File: config.mk
export PLATFORM = sky130hd
export DESIGN_NAME = ps2_host_tx
export DESIGN_NICKNAME = d
export VERILOG_FILES = /design/src/rtl/ps2_host_tx.sv
export SDC_FILE = /design/constraint.sdc
export NUM_CORES = 1
export LEC_CHECK = 0
export BUFFER_PORTS_ARGS = -buffer_cell sky130_fd_sc_hd__clkbuf_2
export CAP_MARGIN = 15
export CORE_MARGIN = 2
export CORE_UTILIZATION = 45
export CTS_BUF_LIST = sky130_fd_sc_hd__clkbuf_8 sky130_fd_sc_hd__clkbuf_16
export DETAILED_ROUTE_END_ITERATION = 10
export PLACE_DENSITY = 0.6
export SLEW_MARGIN = 15
export SYNTH_ARGS = -nofsm -noshare
export SYNTH_HDL_FRONTEND = slang
export SYNTH_SLANG_ARGS = --single-unit
File: constraint.sdc
create_clock -name CLK -period 2.6 [get_ports CLK]
set_clock_uncertainty 0.15 [all_clocks]
set_input_delay 0.39 -clock CLK [delete_from_list [all_inputs] [get_ports CLK]]
set_output_delay 0.39 -clock CLK [all_outputs]
set_load 0.02 [all_outputs]
File: src/rtl/ps2_host_tx.sv
// PS/2 host-to-device transmitter: inhibits the bus, issues a request-to-send,
// shifts out one command byte with odd parity, and checks the device ACK.
`timescale 1ns/1ps
module ps2_host_tx #(
  parameter int unsigned INHIBIT_CYCLES = 10000,
  parameter int unsigned TIMEOUT_CYCLES = 2000000
) (
  input  logic       CLK,
  input  logic       RST,
  input  logic       START,
  input  logic [7:0] DATA_IN,
  input  logic       PS2CLK_IN,
  input  logic       PS2DATA_IN,
  output logic       PS2CLK_OE,
  output logic       PS2DATA_OE,
  output logic       BUSY,
  output logic       DONE,
  output logic       ERR
);

  localparam int unsigned IW = $clog2(INHIBIT_CYCLES + 1);
  localparam int unsigned TW = $clog2(TIMEOUT_CYCLES + 1);
  localparam logic [IW-1:0] INH_LAST = IW'(INHIBIT_CYCLES - 1);
  localparam logic [TW-1:0] TO_LAST  = TW'(TIMEOUT_CYCLES - 1);
  localparam logic [TW-1:0] TO_MAX   = TW'(TIMEOUT_CYCLES);

  typedef enum logic [2:0] {
    IDLE,
    INHIBIT,
    REQ,
    SHIFT,
    ACK,
    WAIT_IDLE
  } state_t;

  state_t          state_q, state_d;
  logic [IW-1:0]   inh_cnt_q, inh_cnt_d;
  logic [TW-1:0]   to_cnt_q, to_cnt_d;
  logic [3:0]      edge_cnt_q, edge_cnt_d;
  logic [8:0]      shreg_q, shreg_d;
  logic            err_flag_q, err_flag_d;
  logic            clk_oe_q, clk_oe_d;
  logic            data_oe_q, data_oe_d;
  logic            busy_q, busy_d;
  logic            done_q, done_d;
  logic            err_q, err_d;

  logic            ps2clk_meta_q, ps2clk_sync_q, ps2clk_prev_q;
  logic            ps2data_meta_q, ps2data_sync_q;
  logic            ps2clk_fall;

  assign ps2clk_fall = ps2clk_prev_q & ~ps2clk_sync_q;

  always_ff @(posedge CLK or posedge RST) begin
    if (RST) begin
      ps2clk_meta_q  <= 1'b0;
      ps2clk_sync_q  <= 1'b0;
      ps2clk_prev_q  <= 1'b0;
      ps2data_meta_q <= 1'b0;
      ps2data_sync_q <= 1'b0;
    end else begin
      ps2clk_meta_q  <= PS2CLK_IN;
      ps2clk_sync_q  <= ps2clk_meta_q;
      ps2clk_prev_q  <= ps2clk_sync_q;
      ps2data_meta_q <= PS2DATA_IN;
      ps2data_sync_q <= ps2data_meta_q;
    end
  end

  always_ff @(posedge CLK or posedge RST) begin
    if (RST) begin
      state_q    <= IDLE;
      inh_cnt_q  <= '0;
      to_cnt_q   <= '0;
      edge_cnt_q <= '0;
      shreg_q    <= '0;
      err_flag_q <= 1'b0;
      clk_oe_q   <= 1'b0;
      data_oe_q  <= 1'b0;
      busy_q     <= 1'b0;
      done_q     <= 1'b0;
      err_q      <= 1'b0;
    end else begin
      state_q    <= state_d;
      inh_cnt_q  <= inh_cnt_d;
      to_cnt_q   <= to_cnt_d;
      edge_cnt_q <= edge_cnt_d;
      shreg_q    <= shreg_d;
      err_flag_q <= err_flag_d;
      clk_oe_q   <= clk_oe_d;
      data_oe_q  <= data_oe_d;
      busy_q     <= busy_d;
      done_q     <= done_d;
      err_q      <= err_d;
    end
  end

  // Line enables are registered: each value below is what the bus sees next cycle.
  always_comb begin
    state_d    = state_q;
    inh_cnt_d  = inh_cnt_q;
    to_cnt_d   = to_cnt_q;
    edge_cnt_d = edge_cnt_q;
    shreg_d    = shreg_q;
    err_flag_d = err_flag_q;
    clk_oe_d   = clk_oe_q;
    data_oe_d  = data_oe_q;
    busy_d     = busy_q;
    done_d     = 1'b0;
    err_d      = 1'b0;

    case (state_q)
      IDLE: begin
        clk_oe_d  = 1'b0;
        data_oe_d = 1'b0;
        busy_d    = 1'b0;
        if (START) begin
          state_d    = INHIBIT;
          shreg_d    = {~^DATA_IN, DATA_IN};
          inh_cnt_d  = '0;
          edge_cnt_d = '0;
          err_flag_d = 1'b0;
          clk_oe_d   = 1'b1;
          data_oe_d  = (INH_LAST == '0);
          busy_d     = 1'b1;
        end
      end
      INHIBIT: begin
        if (inh_cnt_q == INH_LAST) begin
          state_d   = REQ;
          clk_oe_d  = 1'b0;
          data_oe_d = 1'b1;
          to_cnt_d  = '0;
        end else begin
          inh_cnt_d = inh_cnt_q + 1'b1;
          data_oe_d = (inh_cnt_d == INH_LAST);
        end
      end
      REQ: begin
        state_d    = SHIFT;
        edge_cnt_d = '0;
      end
      SHIFT: begin
        if (ps2clk_fall) begin
          edge_cnt_d = edge_cnt_q + 4'd1;
          if (edge_cnt_q == 4'd9) begin
            data_oe_d = 1'b0;
            state_d   = ACK;
          end else begin
            data_oe_d = ~shreg_q[0];
            shreg_d   = {1'b0, shreg_q[8:1]};
          end
        end
      end
      ACK: begin
        if (ps2clk_fall) begin
          err_flag_d = ps2data_sync_q;
          state_d    = WAIT_IDLE;
        end
      end
      WAIT_IDLE: begin
        if (ps2clk_sync_q && ps2data_sync_q) begin
          state_d    = IDLE;
          busy_d     = 1'b0;
          done_d     = ~err_flag_q;
          err_d      = err_flag_q;
          err_flag_d = 1'b0;
        end
      end
      default: state_d = IDLE;
    endcase

    // Timeout overrides any edge handling in the same cycle.
    if (state_q == REQ || state_q == SHIFT || state_q == ACK) begin
      to_cnt_d = (to_cnt_q == TO_MAX) ? to_cnt_q : to_cnt_q + 1'b1;
      if (to_cnt_q >= TO_LAST) begin
        state_d    = IDLE;
        clk_oe_d   = 1'b0;
        data_oe_d  = 1'b0;
        busy_d     = 1'b0;
        done_d     = 1'b0;
        err_d      = 1'b1;
        err_flag_d = 1'b0;
      end
    end
  end

  assign PS2CLK_OE  = clk_oe_q;
  assign PS2DATA_OE = data_oe_q;
  assign BUSY       = busy_q;
  assign DONE       = done_q;
  assign ERR        = err_q;

endmodule

==> results.yml, run 1 <==
global_route:
  grt-ovfl-total: 0
  antenna_found_initial: 0
  grt_pass1_vias: 2649
  grt_pass1_wl_mm: 12.5
  grt_usage_pct: 18.7
  grt_max_degree: 34
setup_path:
  timing.rr.start: "inh_cnt_q[0]$_DFFE_PP0P_"
  end_kind: "register"
  cp_max_fo: 12
  start_kind: "register"
  worstPathArrival_ns: 2.49
  timing.rr.end: "inh_cnt_q[7]$_DFFE_PP0P_"
  critical_path_class: "reg -> reg"
  cp_data_required_time_ns: 2.68
  reg2regPathDepth: 7
  r2r_slack_ns: 0.19
die:
  start_util_pct: 47.1
  dieArea_um2: 8380
  core_um2: 7330
  die_h_um: 91.6
  num_rows: 31
  io_pins: 18
  die_w_um: 91.6
clock_tree:
  postCtsSetupBuffers: 0
  cts_max_level: 3
  cts_tree: "yes"
  clk_latency_ns: 0.35
  cts_sinks: 62
  clk_path_buf_depth: 2
  numCtsBuffers: 9
  clk_pin_slew_worst_paths_ns: 0.07
  cts-root-buf: "clkbuf_8"
synth:
  synth_top_family_by_area: "simple AND/OR/NAND/NOR gates"
  ys_ff_latch: 62
  syn-num-nets: 391
  synth_compound_area_share_pct: 16.4
  async_flop_share_pct: 100
  synth_edf_count: 0
  yosysWarnings: 0
  seq_area_frac_synth_pct: 45.0
  synth-simple-area-share_pct: 23.8
  synthDistinctLibCells: 56
  syn_area_per_cell_um2: 9.27
  synth_area_um2: 3450
  synthMuxAreaShare_pct: 3.23
  syn_inst: 372
  synthFlopType: "dfrtp_1"
  synth_adder_area_share_pct: 2.18
  synth_xor_area_share_pct: 5.84
routing:
  routed_wl_mm: 7.20
  wl_per_cell_um: 14.4
  vias: 2771
  drt_iter0_drc: 113
  dr.pass1.iters: 4
  viasPerCell: 5.54
  drc: 0
  drtAntennaViolNets: 0
timing:
  final-hold-violation-count: 0
  tns_ns: 0
  finalSetupViolCount: 0
  worst_slew_pin_slew_ns: 0.658
  relSlewSlack_pct: 56.0
  min_period_ns: 2.41
  timing.final.crit_share_pct: 92.6
  fmax_mhz: 415
  maxSlewViolCount: 0
  fin_ws_ns: 0.192
  rsz0062_at_grt: "no"
layout:
  layout-drive-gt1-share_pct: 13.7
  antennaDiodeCount: 0
  final_common_cell: "dfrtp_1"
  syn_to_final_growth_pct: 12.8
  postLayoutCellArea_um2: 3890
  final_cell_mix: "dfrtp_1 (62), nor2_1 (34), o21ai_0 (32)"
  num-nets-final: 415
place:
  place_ws_ns: 0.224
  dp_hpwl_mm: 5.03
  post_dp_cell_area_um2: 3640
  numPortBuffers: 17
  gp_congestion: 0.827
worst_hold_path:
  holdPathEnd: "ps2data_sync_q$_DFF_PP0_"
  min_path_type: "reg -> reg"
  hold_path_startpoint: "ps2data_meta_q$_DFF_PP0_"
  hold_path_depth: 0
pwr:
  p_leak_nw: 1.79
  p_per_area_nw_per_um2: 511
  ir_drop_mv: 0.277
  power_mw: 1.99
outcome:
  outcome: "complete, no violations"
job:
  drv_cap: 0
==> cell usage after synthesis (all sizes together), types with 2 or more instances <==
| library cell | n | area (um2) |
|---|---|---|
| nor3 | 11 | 55.1 |
| or3 | 4 | 25.0 |
| dfrtp | 62 | 1550 |
| ha | 6 | 75.1 |
| xnor2 | 12 | 105 |
| or2 | 3 | 18.8 |
| nor4 | 3 | 25.0 |
| nand4 | 9 | 71.3 |
| nand2 | 29 | 109 |
| a21o | 7 | 52.6 |
| buf | 10 | 58.8 |
| xor2 | 11 | 96.3 |
| nor2b | 4 | 27.5 |
| or4 | 3 | 22.5 |
| nor2 | 35 | 134 |
| a21oi | 20 | 100 |
| a211oi | 3 | 22.5 |
| o21ai | 34 | 170 |
| inv | 13 | 48.8 |
| and2 | 3 | 18.8 |
| nand2b | 6 | 37.5 |
| mux2i | 10 | 100 |
| a31oi | 2 | 12.5 |
| o211a | 2 | 20.0 |
| nor3b | 3 | 27.5 |
| and4 | 4 | 37.5 |
| clkbuf | 4 | 15.0 |
| and3 | 6 | 37.5 |
| nand3 | 24 | 130 |
| o211ai | 7 | 52.6 |
| o31ai | 8 | 60.1 |
==> per-layer routing <==
metal	up-vias	track usage, %	routed length, um
met1	1327	25.5	3550
met2	40	29.8	3320
met4	0	6.57	114
met3	13	3.24	216
met5	-	0	0
li1	1391	-	-
==> flip-flops by register name, summed over array words and instances, names as in the netlist <==
name	count
BUSY	1
DONE	1
ERR	1
PS2CLK_OE	1
PS2DATA_OE	1
edge_cnt_q	4
err_flag_q	1
inh_cnt_q	14
ps2clk_meta_q	1
ps2clk_prev_q	1
ps2clk_sync_q	1
ps2data_meta_q	1
ps2data_sync_q	1
shreg_q	9
state_q	3
to_cnt_q	21
==> how the worst max path moves through the flow <==
stage                             startpoint                       end  slack, ns  depth (start not counted)
detailed placement  inh_cnt_q[0]$_DFFE_PP0P_  inh_cnt_q[7]$_DFFE_PP0P_       0.22                          7
global placement    inh_cnt_q[0]$_DFFE_PP0P_  inh_cnt_q[7]$_DFFE_PP0P_       0.30                          7
global route        inh_cnt_q[0]$_DFFE_PP0P_  inh_cnt_q[7]$_DFFE_PP0P_       0.03                          7
finish              inh_cnt_q[0]$_DFFE_PP0P_  inh_cnt_q[7]$_DFFE_PP0P_       0.19                          7
CTS                 inh_cnt_q[0]$_DFFE_PP0P_  inh_cnt_q[2]$_DFFE_PP0P_       0.20                          6
floorplan           inh_cnt_q[0]$_DFFE_PP0P_  inh_cnt_q[2]$_DFFE_PP0P_       0.49                          8
==> timing repair <==
item                                    CTS  global route
endpoints found under the hold margin    57             0
hold buffers                              3             0
endpoints found under the setup margin    0             2
resized for setup                         0             1
==> kinds of logic after synthesis <==
logic type               after synthesis
XOR/XNOR                              23
buffers and inverters                 27
AO/OA/AOI/OAI                         91
adder cells (fa/ha/maj)                6
flip-flops                            62
multiplexers                          11
AND/OR/NAND/NOR                      152
==> critical path, stage by stage, from the launching register on <==
cell and delay [ns]:
dfrtp_1 0.44, ha_1 0.29, and3_1 0.25, and4_1 0.46, nand2b_1 0.34, buf_4 0.18
nor3_1 0.04, a21o_1 0.15
==> power breakdown <==
part	total [mW]	switching [mW]	internal (mW)
Combinational	0.0650	0.0374	0.0276
Sequential	0.971	0.00285	0.968
Clock	0.951	0.409	0.542
Total	1.99	0.449	1.54
==> stage by stage <==
stage	cells	util, %	hold WS, ns
final	500	53.1	0.204
after global routing	500	53.1	0.212
after CTS	500	53.0	0.212
after detailed placement	481	49.6	0.190
after global placement	481	49.6	0.185
after floorplan	372	-	0.181
==> final cells by class <==
class                   count  area, um2
fillers                   668       3440
multi-input cells         283       1780
flip-flops and latches     62       1550
repair buffers             27        168
clock buffers               9        124
well taps                  99        124
clock inverters             7       97.6
inverters                  13       48.8
(Power assumes the default switching activity.)
==> run 2, diff against run 1 <==
Settings changed: CORE_MARGIN 2 to 3, CTS_CLUSTER_DIAMETER set to 150, PLACE_DENSITY 0.6 to 0.66.
==> run 2 against run 1 <==
Effect of this change: die area grew 4.4%; total power shrank 10%; clock power shrank 21%; setup slack gained 0.026 ns; register-to-register slack gained 0.03 ns; sequential share of layout area grew 0.59 points; sequential cell count is the same; critical path depth shrank 1; final cell count shrank 0.60%; first-iteration DRC count grew 27%; utilization shrank 0.77 points; routed wire length shrank 1.6%.
==> results.yml, run 2 (synthesis results as in run 1) <==
setup_path:
  start_kind: "register"
  slowest_stage: "dfrtp_1"
  cpPeakStageDelay_ns: 0.44
  worstPathArrival_ns: 2.50
  end_kind: "register"
  cp_data_required_time_ns: 2.71
  cp_max_fo: 12
  critical_path_class: "reg -> reg"
  path_cells: "ha_1 -> and3_1 -> and4_1 -> nand2b_1 -> or3_1 -> o21ai_0"
timing:
  final-hold-violation-count: 0
  fmax_mhz: 420
  min_period_ns: 2.38
  maxSlewViolCount: 0
  relSlewSlack_pct: 50.8
  timing.final.crit_share_pct: 91.6
  worst_slew_pin_slew_ns: 0.737
  finalSetupViolCount: 0
  rsz0062_at_grt: "no"
  fin_hold_ws_ns: 0.198
  tns_ns: 0
pwr:
  p_per_area_nw_per_um2: 465
  p_leak_nw: 1.76
  ir_drop_mv: 0.249
layout:
  regMostFlops: "to_cnt_q"
  num-fill-cells: 693
  largestRegisters: "to_cnt_q (21), inh_cnt_q (14), shreg_q (9)"
  syn_to_final_growth_pct: 11.1
  antennaDiodeCount: 0
  final_common_cell: "dfrtp_1"
  layout-drive-gt1-share_pct: 13.1
  largest_reg_flops: 21
  num-nets-final: 412
  final_cell_mix: "dfrtp_1 (62), nor2_1 (34), o21ai_0 (32)"
die:
  die_h_um: 93.6
  dieArea_um2: 8750
  core_um2: 7330
  num_rows: 31
  die_w_um: 93.6
  start_util_pct: 47.1
  io_pins: 18
global_route:
  grt_usage_pct: 17.9
  grt_max_degree: 36
  grt_pass1_wl_mm: 12.5
  grt_pass1_vias: 2672
  antenna_found_initial: 0
  grt-ovfl-total: 0
place:
  dp_hpwl_mm: 4.96
  numPortBuffers: 17
  gp_congestion: 0.863
routing:
  wl_per_cell_um: 14.2
  routed_wl_mm: 7.08
  viasPerCell: 5.64
  drtAntennaViolNets: 0
  drt_iter0_drc: 144
  vias: 2804
  dr.pass1.iters: 4
  drc: 0
clock_tree:
  clk_path_buf_depth: 2
  clk_latency_ns: 0.34
  cts-root-buf: "clkbuf_8"
  cts_tree: "yes"
  numCtsBuffers: 9
  clk_pin_slew_worst_paths_ns: 0.07
  cts_max_level: 3
  cts_sinks: 62
worst_hold_path:
  min_path_type: "reg -> reg"
job:
  drv_cap: 0
outcome:
  outcome: "complete, no violations"
run 2: area by class of cell:
type	count	area (um2)	area share [%]
multi-input cells	283	1780	46.3
flip-flops and latches	62	1550	40.5
repair buffers	24	158	4.11
clock buffers	9	124	3.23
well taps	99	124	3.23
clock inverters	7	51.3	1.34
inverters	13	48.8	1.27
run 2: final timing paths:
path	from	end	slack, ns	cells past startpoint
max	inh_cnt_q[0]$_DFFE_PP0P_	inh_cnt_q[6]$_DFFE_PP0P_	0.22	6
min	ps2clk_meta_q$_DFF_PP0_	ps2clk_sync_q$_DFF_PP0_	0.20	0
max reg2reg	inh_cnt_q[0]$_DFFE_PP0P_	inh_cnt_q[6]$_DFFE_PP0P_	0.22	6
min reg2reg	ps2clk_meta_q$_DFF_PP0_	ps2clk_sync_q$_DFF_PP0_	0.20	0
max in group asynchronous	RST	to_cnt_q[4]$_DFFE_PP0P_	1.21	4
min in group asynchronous	RST	inh_cnt_q[3]$_DFFE_PP0P_	0.50	3
run 2: timing repair:
action / in CTS / in global routing
resized for setup: 0 / 1
hold buffers: 3 / 0
hold endpoints to repair: 29 / 0
endpoints found under the setup margin: 0 / 1
buffers inserted: 0 / 0
run 2: routing by layer:
layer / GRT usage, % / vias to the layer above / wire length [um]
li1: - / 1383 / -
met1: 24.1 / 1355 / 3350
met2: 28.4 / 57 / 3350
met3: 5.15 / 9 / 296
met4: 5.05 / 0 / 89
met5: 0 / - / 0
run 2: metrics by stage:
step                area [um2]  setup slack [ns]  util, %  power [mW]  instances
detailed placement        3630             0.245     49.5        1.05        478
global placement          3630             0.315     49.5        1.05        478
global route              3830            0.0591     52.3        1.86        497
finish                    3830             0.218     52.3        1.78        497
CTS                       3830             0.222     52.3        1.81        497
floorplan                 3450             0.488        -        1.03        372
run 2: critical path, delay by kind of cell, from the launching register on:
kind	cells	cell delay (ns)
simple gates	4	1.35
flops	1	0.44
fa+ha+maj	1	0.29
compound gates	1	0.08
run 2: report_power, final:
| part | internal, mW | switching [mW] | leakage (nW) |
|---|---|---|---|
| sequential | 0.968 | 0.00237 | 0.764 |
| combinational | 0.0286 | 0.0370 | 0.913 |
| clock | 0.346 | 0.402 | 0.0852 |
==> run 3, diff against run 2 <==
Settings changed: HOLD_SLACK_MARGIN set to 0.12, REMOVE_ABC_BUFFERS set to 1.
==> run 3 against run 2 <==
Effect of this change: routed wire length increased by 3.5%; via count decreased by 1.1%; non-clock buffer count unchanged; hold slack improved by 0.0082 ns; combinational power decreased by 0.8%; register-to-register slack improved by 0.02 ns; sequential cell count unchanged; final cell count unchanged; sequential share of layout area about the same; first-iteration DRC count increased by 31%; die area unchanged.
==> results.yml, run 3 (synthesis results as in run 1) <==
layout:
  finalNonFillerCells: 497
  largest_reg_flops: 21
  layout-drive-gt1-share_pct: 13.3
  antennaDiodeCount: 0
  num-fill-cells: 665
  final_cell_mix: "dfrtp_1 (62), nor2_1 (34), o21ai_0 (32)"
  largestRegisters: "to_cnt_q (21), inh_cnt_q (14), shreg_q (9)"
  area.sequential_um2: 1550
  regMostFlops: "to_cnt_q"
  fin_util_pct: 52.3
  num-nets-final: 412
  syn_to_final_growth_pct: 11.2
  final_common_cell: "dfrtp_1"
  multi_input_area_um2: 1780
setup_path:
  timing.rr.start: "inh_cnt_q[0]$_DFFE_PP0P_"
  start_kind: "register"
  crit_buf_inv: 0
  crit_cells: 6
  critical_path_class: "reg -> reg"
  slowest_stage: "dfrtp_1"
  critPathLaunch: "inh_cnt_q[0]$_DFFE_PP0P_"
  reg2regPathDepth: 6
  path_cells: "ha_1 -> and3_1 -> and4_1 -> nand2b_2 -> or3_1 -> o21ai_0"
  cpPeakStageDelay_ns: 0.44
  end_kind: "register"
  cp_data_required_time_ns: 2.70
  timing.rr.end: "inh_cnt_q[6]$_DFFE_PP0P_"
  r2r_slack_ns: 0.23
  cp-endpoint: "inh_cnt_q[6]$_DFFE_PP0P_"
  cp_max_fo: 12
  worstPathArrival_ns: 2.46
  crit_family: "simple AND/OR/NAND/NOR gates"
clock_tree:
  postCtsSetupBuffers: 0
  cts-root-buf: "clkbuf_8"
  clk_pin_slew_worst_paths_ns: 0.06
  clk_latency_ns: 0.34
  cts_sinks: 62
  clk_path_buf_depth: 2
  cts_max_level: 3
  cts_tree: "yes"
  numCtsBuffers: 9
routing:
  drtAntennaViolNets: 0
  viasPerCell: 5.58
  drc: 0
  dr.pass1.iters: 5
  drt_iter0_drc: 189
  wl_per_cell_um: 14.8
  vias: 2774
  routed_wl_mm: 7.33
die:
  num_rows: 31
  dieArea_um2: 8750
  io_pins: 18
  die_w_um: 93.6
  die_h_um: 93.6
  core_um2: 7330
  start_util_pct: 47.1
place:
  numPortBuffers: 17
  dp_hpwl_mm: 5.17
  dpl.cell_count: 478
  gp_congestion: 0.872
  place_ws_ns: 0.181
global_route:
  grt-ovfl-total: 0
  grt_usage_pct: 18.6
  grt_max_degree: 24
  grt_pass1_vias: 2730
  grt_pass1_wl_mm: 13.0
  antenna_found_initial: 0
timing:
  worst_slew_pin_slew_ns: 0.853
  rsz0062_at_grt: "no"
  finalSetupViolCount: 0
  maxSlewViolCount: 0
  tns_ns: 0
  final-hold-violation-count: 0
  fin_ws_ns: 0.235
  relSlewSlack_pct: 43.0
  timing.final.crit_share_pct: 91.0
  min_period_ns: 2.37
  fmax_mhz: 423
pwr:
  ir_drop_mv: 0.374
  power_mw: 1.82
  p_per_area_nw_per_um2: 474
  p_leak_nw: 1.77
outcome:
  outcome: "complete, no violations"
job:
  drv_cap: 0
worst_hold_path:
  min_path_type: "reg -> reg"
==> run 3: worst min-delay path by stage <==
stage                     slack [ns]                startpoint                       end  cells after the start
after detailed placement        0.19  ps2data_meta_q$_DFF_PP0_  ps2data_sync_q$_DFF_PP0_                      0
after global routing            0.22   ps2clk_meta_q$_DFF_PP0_   ps2clk_sync_q$_DFF_PP0_                      0
after CTS                       0.21  ps2data_meta_q$_DFF_PP0_  ps2data_sync_q$_DFF_PP0_                      0
after global placement          0.19  ps2data_meta_q$_DFF_PP0_  ps2data_sync_q$_DFF_PP0_                      0
after floorplan                 0.18   ps2clk_meta_q$_DFF_PP0_   ps2clk_sync_q$_DFF_PP0_                      0
final                           0.21  ps2data_meta_q$_DFF_PP0_  ps2data_sync_q$_DFF_PP0_                      0
==> run 3: area by class of cell <==
cell class | instances | area share, %
multi-input cells | 283 | 46.4
flip-flops and latches | 62 | 40.4
clock buffers | 12 | 4.30
repair buffers | 24 | 3.78
well taps | 99 | 3.23
inverters | 13 | 1.27
clock inverters | 4 | 0.554
==> run 3: power breakdown <==
| part | switching [mW] | internal (mW) | total (mW) |
|---|---|---|---|
| Sequential | 0.00300 | 0.968 | 0.971 |
| Clock | 0.364 | 0.417 | 0.781 |
| Combinational | 0.0376 | 0.0275 | 0.0651 |
==> run 3: repair_timing <==
action                                  CTS  global route
gates resized for setup                   0             3
hold buffers                              3             0
endpoints found under the setup margin    0            11
endpoints found under the hold margin    23             0
==> run 3: through the flow <==
| step | hold slack, ns | cell area, um2 |
|---|---|---|
| final | 0.207 | 3840 |
| after detailed placement | 0.192 | 3610 |
| after CTS | 0.208 | 3830 |
| after floorplan | 0.181 | 3380 |
| after global routing | 0.224 | 3840 |
| after global placement | 0.186 | 3610 |
==> run 3: metal layers <==
metal / track usage [%] / part of all wire [%] / vias up
met5: 0 / 0 / -
met4: 5.42 / 1.1 / 0
met3: 5.23 / 2.8 / 9
met2: 28.4 / 47 / 29
met1: 26.0 / 49 / 1355
li1: - / - / 1381
